===== config.mk =====
export PLATFORM = sky130hd
export DESIGN_NAME = capture_ctrl
export DESIGN_NICKNAME = d
export VERILOG_FILES = /design/src/rtl/capture_ctrl.sv
export SDC_FILE = /design/constraint.sdc
export NUM_CORES = 1
export LEC_CHECK = 0
export CORE_MARGIN = 4
export CORE_UTILIZATION = 25
export DETAILED_ROUTE_END_ITERATION = 8
export DONT_BUFFER_PORTS = 1
export PLACE_DENSITY_LB_ADDON = 0.25
export SLEW_MARGIN = 40
export SYNTH_ARGS = -nofsm -noshare
export SYNTH_HDL_FRONTEND = slang
export SYNTH_SLANG_ARGS = --single-unit

===== constraint.sdc =====
create_clock -name clk -period 3.1 [get_ports clk]
set_clock_uncertainty 0.1 [all_clocks]
set_input_delay 0.62 -clock clk [delete_from_list [all_inputs] [get_ports clk]]
set_output_delay 0.62 -clock clk [all_outputs]
set_load 0.02 [all_outputs]

===== src/rtl/capture_ctrl.sv =====
// capture_ctrl: arm/trigger capture sequencer with a registered output slice on the memory stream
module capture_ctrl #(
  parameter int DW = 32,
  parameter int CW = 16
) (
  input  logic          clk,
  input  logic          rst,
  input  logic          cfg_valid,
  input  logic [31:0]   cfg_data,
  input  logic          arm,
  input  logic          run,
  input  logic          finish_now,
  input  logic          sti_tvalid,
  output logic          sti_tready,
  input  logic [DW-1:0] sti_tdata,
  output logic          sto_tvalid,
  input  logic          sto_tready,
  output logic          sto_tlast,
  output logic [DW-1:0] sto_tdata,
  output logic          capturing,
  output logic          done,
  output logic [CW-1:0] pre_count
);
  typedef enum logic [1:0] {IDLE, ARMED, POST, DONE} state_t;
  state_t        state_q, state_d;
  logic [CW-1:0] delay_q, delay_d, cnt_q, cnt_d, pre_q, pre_d;
  logic          fin_q, fin_d, vld_q, vld_d, last_q, last_d;
  logic [DW-1:0] data_q, data_d;
  logic          acc, fin, end_beat, trig;
  logic          unused_cfg;
  assign unused_cfg = ^cfg_data;
  always_ff @(posedge clk or posedge rst) begin
    if (rst) begin
      state_q <= IDLE;
      delay_q <= '0;
      cnt_q   <= '0;
      pre_q   <= '0;
      fin_q   <= 1'b0;
      vld_q   <= 1'b0;
      last_q  <= 1'b0;
      data_q  <= '0;
    end else begin
      state_q <= state_d;
      delay_q <= delay_d;
      cnt_q   <= cnt_d;
      pre_q   <= pre_d;
      fin_q   <= fin_d;
      vld_q   <= vld_d;
      last_q  <= last_d;
      data_q  <= data_d;
    end
  end
  // A pending or same-cycle finish outranks run, so a trigger never starts once finish is seen
  always_comb begin
    fin      = finish_now || fin_q;
    acc      = sti_tvalid && sti_tready && capturing;
    end_beat = acc && (fin || (state_q == POST && cnt_q == '0));
    trig     = state_q == ARMED && run && !fin;
    state_d  = (!capturing && arm) ? ARMED :
               end_beat            ? DONE  :
               trig                ? POST  : state_q;
  end
  always_comb begin
    capturing  = state_q == ARMED || state_q == POST;
    done       = state_q == DONE;
    sti_tready = !capturing || !vld_q || sto_tready;
    pre_count  = pre_q;
  end
  always_comb begin
    delay_d = cfg_valid ? cfg_data[CW-1:0] : delay_q;
    cnt_d   = trig ? delay_q : (state_q == POST && acc && cnt_q != '0) ? cnt_q - 1'b1 : cnt_q;
    pre_d   = (!capturing && arm) ? '0 :
              (state_q == ARMED && acc && !fin && pre_q != '1) ? pre_q + 1'b1 : pre_q;
    fin_d   = capturing && fin && !end_beat;
    vld_d   = acc ? 1'b1 : sto_tready ? 1'b0 : vld_q;
    last_d  = acc ? end_beat : sto_tready ? 1'b0 : last_q;
    data_d  = acc ? sti_tdata : data_q;
  end
  assign sto_tvalid = vld_q;
  assign sto_tlast  = last_q;
  assign sto_tdata  = data_q;
endmodule

======== After elaboration in Yosys (flattened, before gate mapping) ========
Cells that the tools add are included.
storage, ports and cells
  bits in registers ....................... 85
  bits of input ports ..................... 72
  output and inout port bits .............. 53
  logic and storage cells ................. 53
cells by class
  add/sub/neg operators ................... 2
  eq/ne operators ......................... 4
  mux-type cells .......................... 10
  reductions and logical operators ........ 29
operators with widths
  cell                   number
  $mux 16                4
  $add 16x1->16 const B  1
  $logic_not 16->1       1
  $ne 16x16->1 const B   1
  $reduce_bool 16->1     1
  $sub 16x1->16 const B  1
  $logic_and 1x1->1      14
  $mux 2                 3
  $reduce_bool 2->1      3
  $logic_or 1x1->1       5
  $eq 2x2->1 const B     2
  $logic_not 1->1        4
  $mux 1                 3
  $reduce_bool 3->1      1
  $eq 2x1->1 const B     1

======== Longest topological paths before layout ========
  word-level depth ........................ 12
  depth in mapped cells ................... 9
  depth with buffers taken out ............ 7

======== Worst setup path before layout ========
Ideal clock, no wire load.
  path kind ............................... reg2reg
  from .................................... register state_q[0]
  to ...................................... register pre_q[7] (netlist: pre_count[7])
  library setup time ...................... 0.120 ns
  arrival ................................. 1.940 ns
  required time ........................... 2.880 ns
  slack ................................... 0.940 ns
  stages on the path, launching flop included .. 9
  path buffers ............................ 1
  clock period less this slack ............ 2.160 ns
  cells stage by stage .................... dfrtp_1 inv_1 ha_1 nor2b_1 buf_2 nand4_4 a2111oi_4 a21oi_1 a31o_2
between the ends
  longest elaborated chain between the ends .. 11
  elaborated cells on any way between the ends .. 14
  classes of those cells .................. eq/ne (2); mux (1); reduce/logical (11)
RTL lines
  what                                             RTL line  text
  from (decl)                                      25        state_t state_q, state_d;
  from (signal assigned)                           43        state_q <= state_d;
  $eq 2x1->1 / $eq 2x2->1 (equally long branches)  64, 73
  $logic_or 1x1->1                                 64        capturing = state_q == ARMED || state_q == POST;
  $logic_not 1->1                                  66, 72
  $logic_or 1x1->1 (2 in a row)                    66        sti_tready = !capturing || !vld_q || sto_tready;
  $logic_and 1x1->1 (2 in a row)                   56        acc = sti_tvalid && sti_tready && capturing;
  $logic_and 1x1->1 (3 in a row)                   73        (state_q == ARMED && acc && !fin && pre_q != '1) ? pre_q + 1'b1 : pre_q;
  $reduce_bool 2->1 (no source line)               -
  to (signal assigned)                             46        pre_q <= pre_d;
  to (decl)                                        26        logic [CW-1:0] delay_q, delay_d, cnt_q, cnt_d, pre_q, pre_d;
Several ways; a longest one is shown, not always the timed one.
A chain may end at the register's enable or synchronous reset.

======== Worst setup path in the final report ========
Same ends and word-level chain as after synthesis.

==> results.ini <==
[pwr]
power-per-cell-area_mw_per_mm2=928
power.ir.vdd_worst_mv=0.321
power_leakage_nw=1.97
total_power_mw=4.24

[synth]
synthDominantAreaCellType=sky130_fd_sc_hd__dfrtp_1
ys_dominant_reg_cell=sky130_fd_sc_hd__dfrtp_1
mappedNetlistNets=483
synth-warning-count=0
synth.distinct_cells=46
postSynthCellCount=406
synth_largest_type_area_fraction_pct=52.9
netlist_top_cells_area=sky130_fd_sc_hd__dfrtp_1 (53%), sky130_fd_sc_hd__nand2_1 (10%), sky130_fd_sc_hd__mux2_2 (5.3%)
number_of_enable_flip_flop_cells_after_synthesis=0
sequential_fraction_of_the_synthesis_area_pct=52.9
synthesis.area_per_instance_um2=9.90
ys_ff_latch=85
netlist_area_mm2=0.00402
ys_async_sr_fraction_pct=100

[setup_path]
worst_path_dominant_cell_family=compound AO/OA/AOI/OAI gates
timing.critical_path.required_ns=3.23
path_cells=inv_1, ha_1, nor2b_1, buf_4, nand4_4, a2111oi_4, a21oi_1, a31o_2
path_buf_inv=2
critPathKind=flip-flop to flip-flop
cp_slowest_cell=sky130_fd_sc_hd__a2111oi_4
critical_path_peak_fanout=10
arrival_ns=2.63
crit_path_start_kind=flip-flop
setup.worst_path.end_class=flip-flop
critPathMaxStageDelay_ns=0.54

[clocking]
post_cts_sizing_count=0
cts.repair_timing.setup_buffer_count=0
clock_transition_at_path_regs_ns=0.06
cts_tree=yes
cts_max_level=3
cts_made_buffers=9
insertion_delay_ns=0.34
clkSinkCount=85
cts_max_path_buffers=2
cts.root.buffer_cell=sky130_fd_sc_hd__clkbuf_16
cts_hold_buf=0

[global_routing]
grt_max_degree=34
number_of_global_route_vias_before_repair=2963
grt_remaining_overflow=0
total_routing_resource_utilization_after_global_routing_pct=10.8
antenna_found_initial=0
grt_first_pass_wirelength_mm=15.3

[finish]
finalCoreUtilization_pct=28.8
synthesis_to_layout_area_growth_pct=13.6
antennaDiodeCount=0
post_route_cells_drive_above_1_share_pct=14.1
finish.net_count=483
final-instance-count-excl-fill=627

[placement]
placed_cells=611
globalplace.congestion=0.764
dp_hpwl_mm=6.92
port_buffers=0

[sta]
worst_pin_slew_ns=0.572
report.final.setup_viol=0
timing.max_slew.rel_slack_pct=61.7
timing.setup.tns_ns=0
final-hold-violation-count=0
finalHoldWorstSlack_ns=0.0786
final_period_minus_worst_setup_slack_ns=2.50
report.final.slew_viol_count=0
timing.final.crit_share_pct=80.6
rsz0062_at_grt=false
clock.fmax_mhz=400

[route]
vias=2842
wire_length_per_cell_um=15.1
via_per_inst=4.53
remaining_drc_errors=0
route.final.wire_length_mm=9.47
drt-initial-drc-count=75
postRouteAntennaNets=0
drt_pre_antenna_iters=4

[floorplan]
floorplan.initialDensity_pct=25.4
rows=46
design.die.area_mm2=0.0182
ios=125
width_of_the_die_um=135
coreArea_mm2=0.0158
die_y_um=135

[flow_run]
timing.max_cap.violations=0

[run_status]
run_status=completed

[worst_hold_path]
min-delay-path-class=primary input to async pin

## Yosys cell counts, types with 5 or more instances
master / n
sky130_fd_sc_hd__nor4_1: 5
sky130_fd_sc_hd__dfrtp_1: 85
sky130_fd_sc_hd__mux2i_1: 8
sky130_fd_sc_hd__clkbuf_1: 15
sky130_fd_sc_hd__a211oi_1: 5
sky130_fd_sc_hd__mux2_2: 19
sky130_fd_sc_hd__nor2_1: 30
sky130_fd_sc_hd__nand2b_1: 6
sky130_fd_sc_hd__nand4_1: 8
sky130_fd_sc_hd__xnor2_1: 15
sky130_fd_sc_hd__nand3_1: 10
sky130_fd_sc_hd__a21oi_1: 21
sky130_fd_sc_hd__ha_1: 5
sky130_fd_sc_hd__nand2_1: 111
sky130_fd_sc_hd__inv_1: 9
## per-stage QoR
step	setup WS (ns)	instance area, um^2
after global routing	0.375	4560
after floorplan	0.187	4020
after global placement	0.638	4270
after detailed placement	0.592	4270
after CTS	0.587	4560
final	0.602	4560
## final cells by class
type	count	area, um^2
inverters	9	35.0
clock inverters	4	47.5
repair buffers	8	60.1
multi-input cells	293	1780
flip-flops and latches	85	2130
clock buffers	12	246
well taps	216	270
fillers	1661	11300
## per-layer routing
layer	routed length, um	global-route usage [%]	vias to the layer above
li1	-	-	1375
met4	260	6.39	0
met1	4140	13.4	1376
met5	0	0	-
met2	4440	16.5	77
met3	626	3.20	14
## cell families after synthesis
| family | Yosys count | synth area share (%) |
|---|---|---|
| buf+inv | 28 | 2.80 |
| simple gates | 206 | 25.7 |
| compound gates | 40 | 6.38 |
| flops | 85 | 52.9 |
| mux | 27 | 7.32 |
| xor+xnor | 15 | 3.27 |
| fa+ha+maj | 5 | 1.56 |
## sequential cells by signal, summed over array words and instances, names as in the netlist
register / count
sto_tdata: 32
delay_q: 16
sto_tlast: 1
cnt_q: 16
fin_q: 1
sto_tvalid: 1
pre_count: 16
state_q: 2
## worst paths after layout
kind | from | end | slack, ns | cells after the start
setup / recovery | state_q[0]$_DFFE_PP0P_ | pre_count[7]$_DFFE_PP0P_ | 0.60 | 8
hold / removal | rst | sto_tdata[14]$_DFFE_PP0P_ | 0.08 | 1
setup reg to reg | state_q[0]$_DFFE_PP0P_ | pre_count[7]$_DFFE_PP0P_ | 0.60 | 8
hold reg to reg | delay_q[12]$_DFFE_PP0P_ | delay_q[12]$_DFFE_PP0P_ | 0.40 | 1
max in group asynchronous | rst | cnt_q[8]$_DFFE_PP0P_ | 2.12 | 2
min in group clk | sti_tdata[9] | sto_tdata[9]$_DFFE_PP0P_ | 0.28 | 2
## where the power goes
part	switching, mW	total [mW]	internal [mW]	leakage, nW
clock	0.428	1.07	0.644	0.143
sequential	0.614	2.09	1.48	1.04
combinational	0.670	1.07	0.405	0.785
## layout by cell type, fill, tap and decap left out, types with 5 or more instances in the layout
cell type,count
sky130_fd_sc_hd__nand2_1,111
sky130_fd_sc_hd__dfrtp_1,85
sky130_fd_sc_hd__nor2_1,30
sky130_fd_sc_hd__a21oi_1,21
sky130_fd_sc_hd__mux2_2,19
sky130_fd_sc_hd__xnor2_1,15
sky130_fd_sc_hd__nand3_1,10
sky130_fd_sc_hd__clkbuf_16,9
sky130_fd_sc_hd__nand4_1,8
sky130_fd_sc_hd__mux2i_1,8
sky130_fd_sc_hd__inv_1,8
sky130_fd_sc_hd__buf_4,8
sky130_fd_sc_hd__nand2b_1,6
sky130_fd_sc_hd__nor4_1,5
sky130_fd_sc_hd__a211oi_1,5
sky130_fd_sc_hd__ha_1,5
Power figures use the tool's default switching activity.
